==> config.mk <==
export PLATFORM = sky130hd
export DESIGN_NAME = lcm_reg_bank
export DESIGN_NICKNAME = d
export VERILOG_FILES = /design/src/rtl/lcm_reg_bank.sv
export SDC_FILE = /design/constraint.sdc
export NUM_CORES = 2
export LEC_CHECK = 0
export ABC_AREA = 1
export CAP_MARGIN = 20
export CELL_PAD_IN_SITES_DETAIL_PLACEMENT = 1
export CELL_PAD_IN_SITES_GLOBAL_PLACEMENT = 1
export CORE_AREA = 2 2 462 464
export CTS_BUF_LIST = sky130_fd_sc_hd__clkbuf_16
export DETAILED_ROUTE_END_ITERATION = 8
export DIE_AREA = 0 0 464 466
export PLACE_DENSITY_LB_ADDON = 0.1
export SYNTH_ARGS = -nofsm -noshare
export SYNTH_HDL_FRONTEND = slang
export SYNTH_SLANG_ARGS = --single-unit
export TNS_END_PERCENT = 5
==> constraint.sdc <==
create_clock -name clk -period 3.7 [get_ports clk]
set_clock_uncertainty 0.05 [all_clocks]
set_input_delay 0.555 -clock clk [delete_from_list [all_inputs] [get_ports clk]]
set_output_delay 0.555 -clock clk [all_outputs]
set_load 0.02 [all_outputs]
==> src/rtl/lcm_reg_bank.sv <==
// lcm_reg_bank: indexed LCM control register bank with byte-enable writes, pulse registers and registered read-back
module lcm_reg_bank #(
   parameter int                  NUM_REGS   = 16,
   parameter int                  DATA_W     = 64,
   parameter int                  ADDR_W     = 8,
   parameter logic [NUM_REGS-1:0] PULSE_MASK = 16'h00A4,
   parameter int                  PULSE_LEN  = 1,
   parameter logic [7:0]          LMID       = 8'd31
) (
   input  logic                         clk,
   input  logic                         rst_n,
   input  logic                         wr_valid,
   output logic                         wr_ready,
   input  logic [ADDR_W-1:0]            wr_addr,
   input  logic [DATA_W-1:0]            wr_data,
   input  logic [DATA_W/8-1:0]          wr_be,
   output logic                         wr_err,
   input  logic                         rd_valid,
   input  logic [ADDR_W-1:0]            rd_addr,
   output logic                         rd_data_valid,
   output logic [DATA_W-1:0]            rd_data,
   output logic                         rd_err,
   output logic [NUM_REGS*DATA_W-1:0]   reg_flat,
   output logic [NUM_REGS-1:0]          reg_upd
);
   localparam int BE_W = DATA_W / 8;
   localparam logic [DATA_W-1:0] ID_VAL = DATA_W'({8'(NUM_REGS), LMID});

   logic [DATA_W-1:0]   regs_q [NUM_REGS];
   logic [DATA_W-1:0]   regs_d [NUM_REGS];
   logic [7:0]          cnt_q  [NUM_REGS];
   logic [7:0]          cnt_d  [NUM_REGS];
   logic                wr_ready_q, wr_err_q, wr_err_d;
   logic [NUM_REGS-1:0] reg_upd_q, reg_upd_d;
   logic                rd_data_valid_q, rd_data_valid_d;
   logic [DATA_W-1:0]   rd_data_q, rd_data_d;
   logic                rd_err_q, rd_err_d;
   logic                wr_acc, wr_sel, wr_hit, rd_hit;
   logic [DATA_W-1:0]   wr_mask, rd_sel;

   // Address decode, byte merge, pulse countdown and read-back selection; addresses compare at full width
   always_comb begin
      wr_acc    = wr_valid && wr_ready_q;
      wr_mask   = '0;
      wr_sel    = 1'b0;
      wr_hit    = 1'b0;
      rd_hit    = 1'b0;
      rd_sel    = '0;
      reg_upd_d = '0;
      for (int b = 0; b < BE_W; b++)
         wr_mask[8*b +: 8] = {8{wr_be[b]}};
      for (int i = 0; i < NUM_REGS; i++) begin
         regs_d[i]    = regs_q[i];
         cnt_d[i]     = cnt_q[i];
         wr_sel       = wr_acc && (i != 0) && (wr_addr == ADDR_W'(i));
         reg_upd_d[i] = wr_sel;
         wr_hit       = wr_hit | wr_sel;
         if (wr_sel) begin
            regs_d[i] = (regs_q[i] & ~wr_mask) | (wr_data & wr_mask);
            cnt_d[i]  = PULSE_MASK[i] ? 8'(PULSE_LEN) : 8'd0;
         end else if (cnt_q[i] != 8'd0) begin
            cnt_d[i]  = cnt_q[i] - 8'd1;
            regs_d[i] = (cnt_q[i] == 8'd1) ? '0 : regs_q[i];
         end
         if (rd_addr == ADDR_W'(i)) begin
            rd_hit = 1'b1;
            rd_sel = (i == 0) ? ID_VAL : regs_q[i];
         end
      end
      wr_err_d        = wr_acc && !wr_hit;
      rd_data_valid_d = rd_valid;
      rd_err_d        = rd_valid && !rd_hit;
      rd_data_d       = rd_valid ? rd_sel : rd_data_q;
   end

   // State registers; reset clears storage, counters and any in-flight read response
   always_ff @(posedge clk or negedge rst_n) begin
      if (!rst_n) begin
         for (int i = 0; i < NUM_REGS; i++) begin
            regs_q[i] <= '0;
            cnt_q[i]  <= '0;
         end
         wr_ready_q      <= 1'b0;
         wr_err_q        <= 1'b0;
         reg_upd_q       <= '0;
         rd_data_valid_q <= 1'b0;
         rd_data_q       <= '0;
         rd_err_q        <= 1'b0;
      end else begin
         for (int i = 0; i < NUM_REGS; i++) begin
            regs_q[i] <= regs_d[i];
            cnt_q[i]  <= cnt_d[i];
         end
         wr_ready_q      <= 1'b1;
         wr_err_q        <= wr_err_d;
         reg_upd_q       <= reg_upd_d;
         rd_data_valid_q <= rd_data_valid_d;
         rd_data_q       <= rd_data_d;
         rd_err_q        <= rd_err_d;
      end
   end

   for (genvar g = 0; g < NUM_REGS; g++) begin : g_flat
      assign reg_flat[g*DATA_W +: DATA_W] = regs_q[g];
   end

   assign wr_ready      = wr_ready_q;
   assign wr_err        = wr_err_q;
   assign reg_upd       = reg_upd_q;
   assign rd_data_valid = rd_data_valid_q;
   assign rd_data       = rd_data_q;
   assign rd_err        = rd_err_q;
endmodule

==> results.cfg <==
[critical_path]
r2r_end = reg_flat[159]$_DFFE_PN0P_
regToRegSetupSlack_ns = 0.82
r2r-start = cnt_q[104]$_DFFE_PN0P_
end_kind = flip-flop
crit_fanout = 12
crit_type = in -> reg
ff2ff_path_depth = 9
worstPathArrival_ns = 3.62
cp-startpoint = rd_addr[2]
worstSetupStartpointType = primary input
worstPathRequired_ns = 4.39

[run]
max-cap-violations = 0

[sta]
drv_slew = 0
period_share = 0.792
worstMarginPinSlew_ns = 1.18
setup_violations = 0
rsz0062_at_grt = no
worst_slack_ns = 0.769
max_freq_ghz = 0.341
fin_hold_ws_ns = 0.219
finalHoldViolCount = 0
relSlewSlack = 0.213
fin_crit_ns = 2.93

[placed_design]
post-dp-hpwl_um = 252000
place_inst = 9976
gp_congestion = 0.912
pre_cts_ws_ns = -0.0740
io_buffers = 1134
postPlaceCellArea_um2 = 68600

[floorplan]
start_util = 0.248
core_um2 = 211000
die_x_um = 464
num_io_pins = 1200
die_h_um = 466
dieArea_um2 = 216000
std_cell_rows = 169

[power]
vdd_drop_max_mv = 0.513
power_density_nw_per_um2 = 464
p_leak_nw = 31.6

[route]
route.detailed.drc = 0
detail_route.wl_per_cell_um = 33.6
routed_via_density = 5.13
drtAntennaViolNets = 0
first_pass_iters = 5
vias = 52600
drt_wl_total_um = 344000
drt_iter0_markers = 4584

[clocking]
path_clk_slew_ns = 0.05
clk_latency_ns = 0.82
post_cts_resized = 0
cts_sinks = 1163
clockBufferDepth = 3
holdBufCountCts = 1
root_buffer = clkbuf_16
htree_levels = 4
cts_made_buffers = 149
cts_setup_buffers = 0
cts_tree = done

[synth]
synth-main-ff-cell = dfrtp_1
synth_area_leaders = dfrtp_1 (55%), nand2_1 (12%), o21ai_1 (4.8%), inv_1 (4.1%), o21ai_0 (3.7%)
ys_warn_count = 0
yosysTopAreaCellShare = 0.555
synth_edf_count = 0
ys_types = 49
syn-cell-area_um2 = 52400
yosysTopAreaCell = dfrtp_1
netlist_instances = 6106
async_flop_share = 1.00
synthTopCellsByCount = nand2_1 (1611), dfrtp_1 (1163), inv_1 (566)
synth-seq-cells = 1163
syn_avg_cell_area_um2 = 8.59
synth.most_common_cell = nand2_1
ys_seq_area_frac = 0.555

[global_route]
grt_pass1_vias = 53500
antenna_found_initial = 25
grt_usage = 0.310
grt_pass1_wl_um = 467000
grt_overflow = 0
grt_max_degree = 100

[final_layout]
area_growth_pct = 39.8
post-route-util = 0.347
nets = 7430
nFillCells = 24300
final_cell_count_no_fill = 10300
drive_gt1_frac = 0.0859
finalInstanceArea_um2 = 73300

[hold_path]
whs_endpoint = rd_data_valid$_DFF_PN0_
hp-class = in -> reg
hold_depth = 2
hp-start = rd_valid

[run_status]
outcome = complete, no violations
==> metal layers <==
layer / share of wire / global-route usage / wire length, µm / vias up
met4: 0.052 / 0.145 / 17800 / 8
met3: 0.069 / 0.0668 / 23700 / 500
met5: 0.00016 / 0 / 54 / -
met1: 0.42 / 0.397 / 144000 / 27500
li1: - / - / - / 22500
met2: 0.46 / 0.499 / 159000 / 2160
==> placed cells by master, fill, tap and decap left out, types with 15 or more instances in the layout <==
cell and count:
nand2_1 1606, dfrtp_1 1163, clkdlybuf4s50_1 1127, inv_1 593, o21ai_1 506, o21ai_0 388
nor2_1 365, o22ai_1 308, a21oi_1 197, nand4_1 172, buf_4 170, clkbuf_16 152
nand3_1 112, buf_12 68, conb_1 66, o21ai_4 54, nor3_1 49, clkinv_1 45
inv_2 30, o21ai_2 30, ha_1 30, nor2_4 23, clkinv_2 22, a211oi_1 15
==> critical path, cell delays in order <==
cell and delay (ns):
clkdlybuf4s50_1 0.45, inv_1 0.09, nand2_1 0.12, buf_4 0.18, nor2_2 0.67, nand2_4 0.40
buf_12 0.29, buf_4 0.17, nor2_1 0.09, nor2_1 0.05, nand4_1 0.07, nand2_1 0.13
nand4_1 0.10, nor2_1 0.05, nand4_1 0.07, nand2_1 0.06, nand2_1 0.05
==> power breakdown <==
part,internal (mW),switching (mW),total [mW]
Clock,8.25,6.19,14.4
Sequential,13.7,0.873,14.5
Combinational,1.75,3.26,5.02
==> cell families after synthesis <==
family | share of synthesized area
AOI/OAI and AO/OA | 0.167
xor gates and xnor gates | 0.00334
adders and majority gates | 0.00716
buffers and inverters | 0.0793
DFF | 0.555
other | 0.000143
and+or+nand+nor | 0.188
==> how the worst max path moves through the flow <==
stage | slack (ns) | cells after the start | to
global placement | -0.02 | 17 | rd_data[9]$_DFFE_PN0P_
finish | 0.77 | 17 | rd_data[11]$_DFFE_PN0P_
detailed placement | -0.07 | 17 | rd_data[11]$_DFFE_PN0P_
global route | 0.63 | 17 | rd_data[11]$_DFFE_PN0P_
floorplan | 1.46 | 11 | reg_flat[553]$_DFFE_PN0P_
CTS | 0.79 | 9 | reg_flat[159]$_DFFE_PN0P_
==> sequential cells by signal, summed over array words and instances, names as in the netlist <==
| register | count |
|---|---|
| cnt_q | 120 |
| rd_data | 64 |
| rd_data_valid | 1 |
| wr_ready | 1 |
| wr_err | 1 |
| rd_err | 1 |
| reg_upd | 15 |
| reg_flat | 960 |
==> per-stage QoR <==
stage / power [mW] / TNS, ns
final: 34.0 / 0
after global routing: 35.4 / 0
after CTS: 34.3 / 0
after detailed placement: 19.8 / -0.245
after global placement: 19.6 / -0.0483
after floorplan: 17.4 / 0
==> area by class of cell <==
class / count / area (µm²) / area share
tap: 2821 / 3530 / 0.0482
inverter: 616 / 2380 / 0.0324
clock inverter: 115 / 857 / 0.0117
antenna: 11 / 27.5 / 0.000376
multi-input combinational: 4005 / 19600 / 0.267
sequential: 1163 / 29100 / 0.397
timing repair buffer: 1373 / 14000 / 0.191
clock buffer: 152 / 3800 / 0.0519
Power figures use the tool's default switching activity.
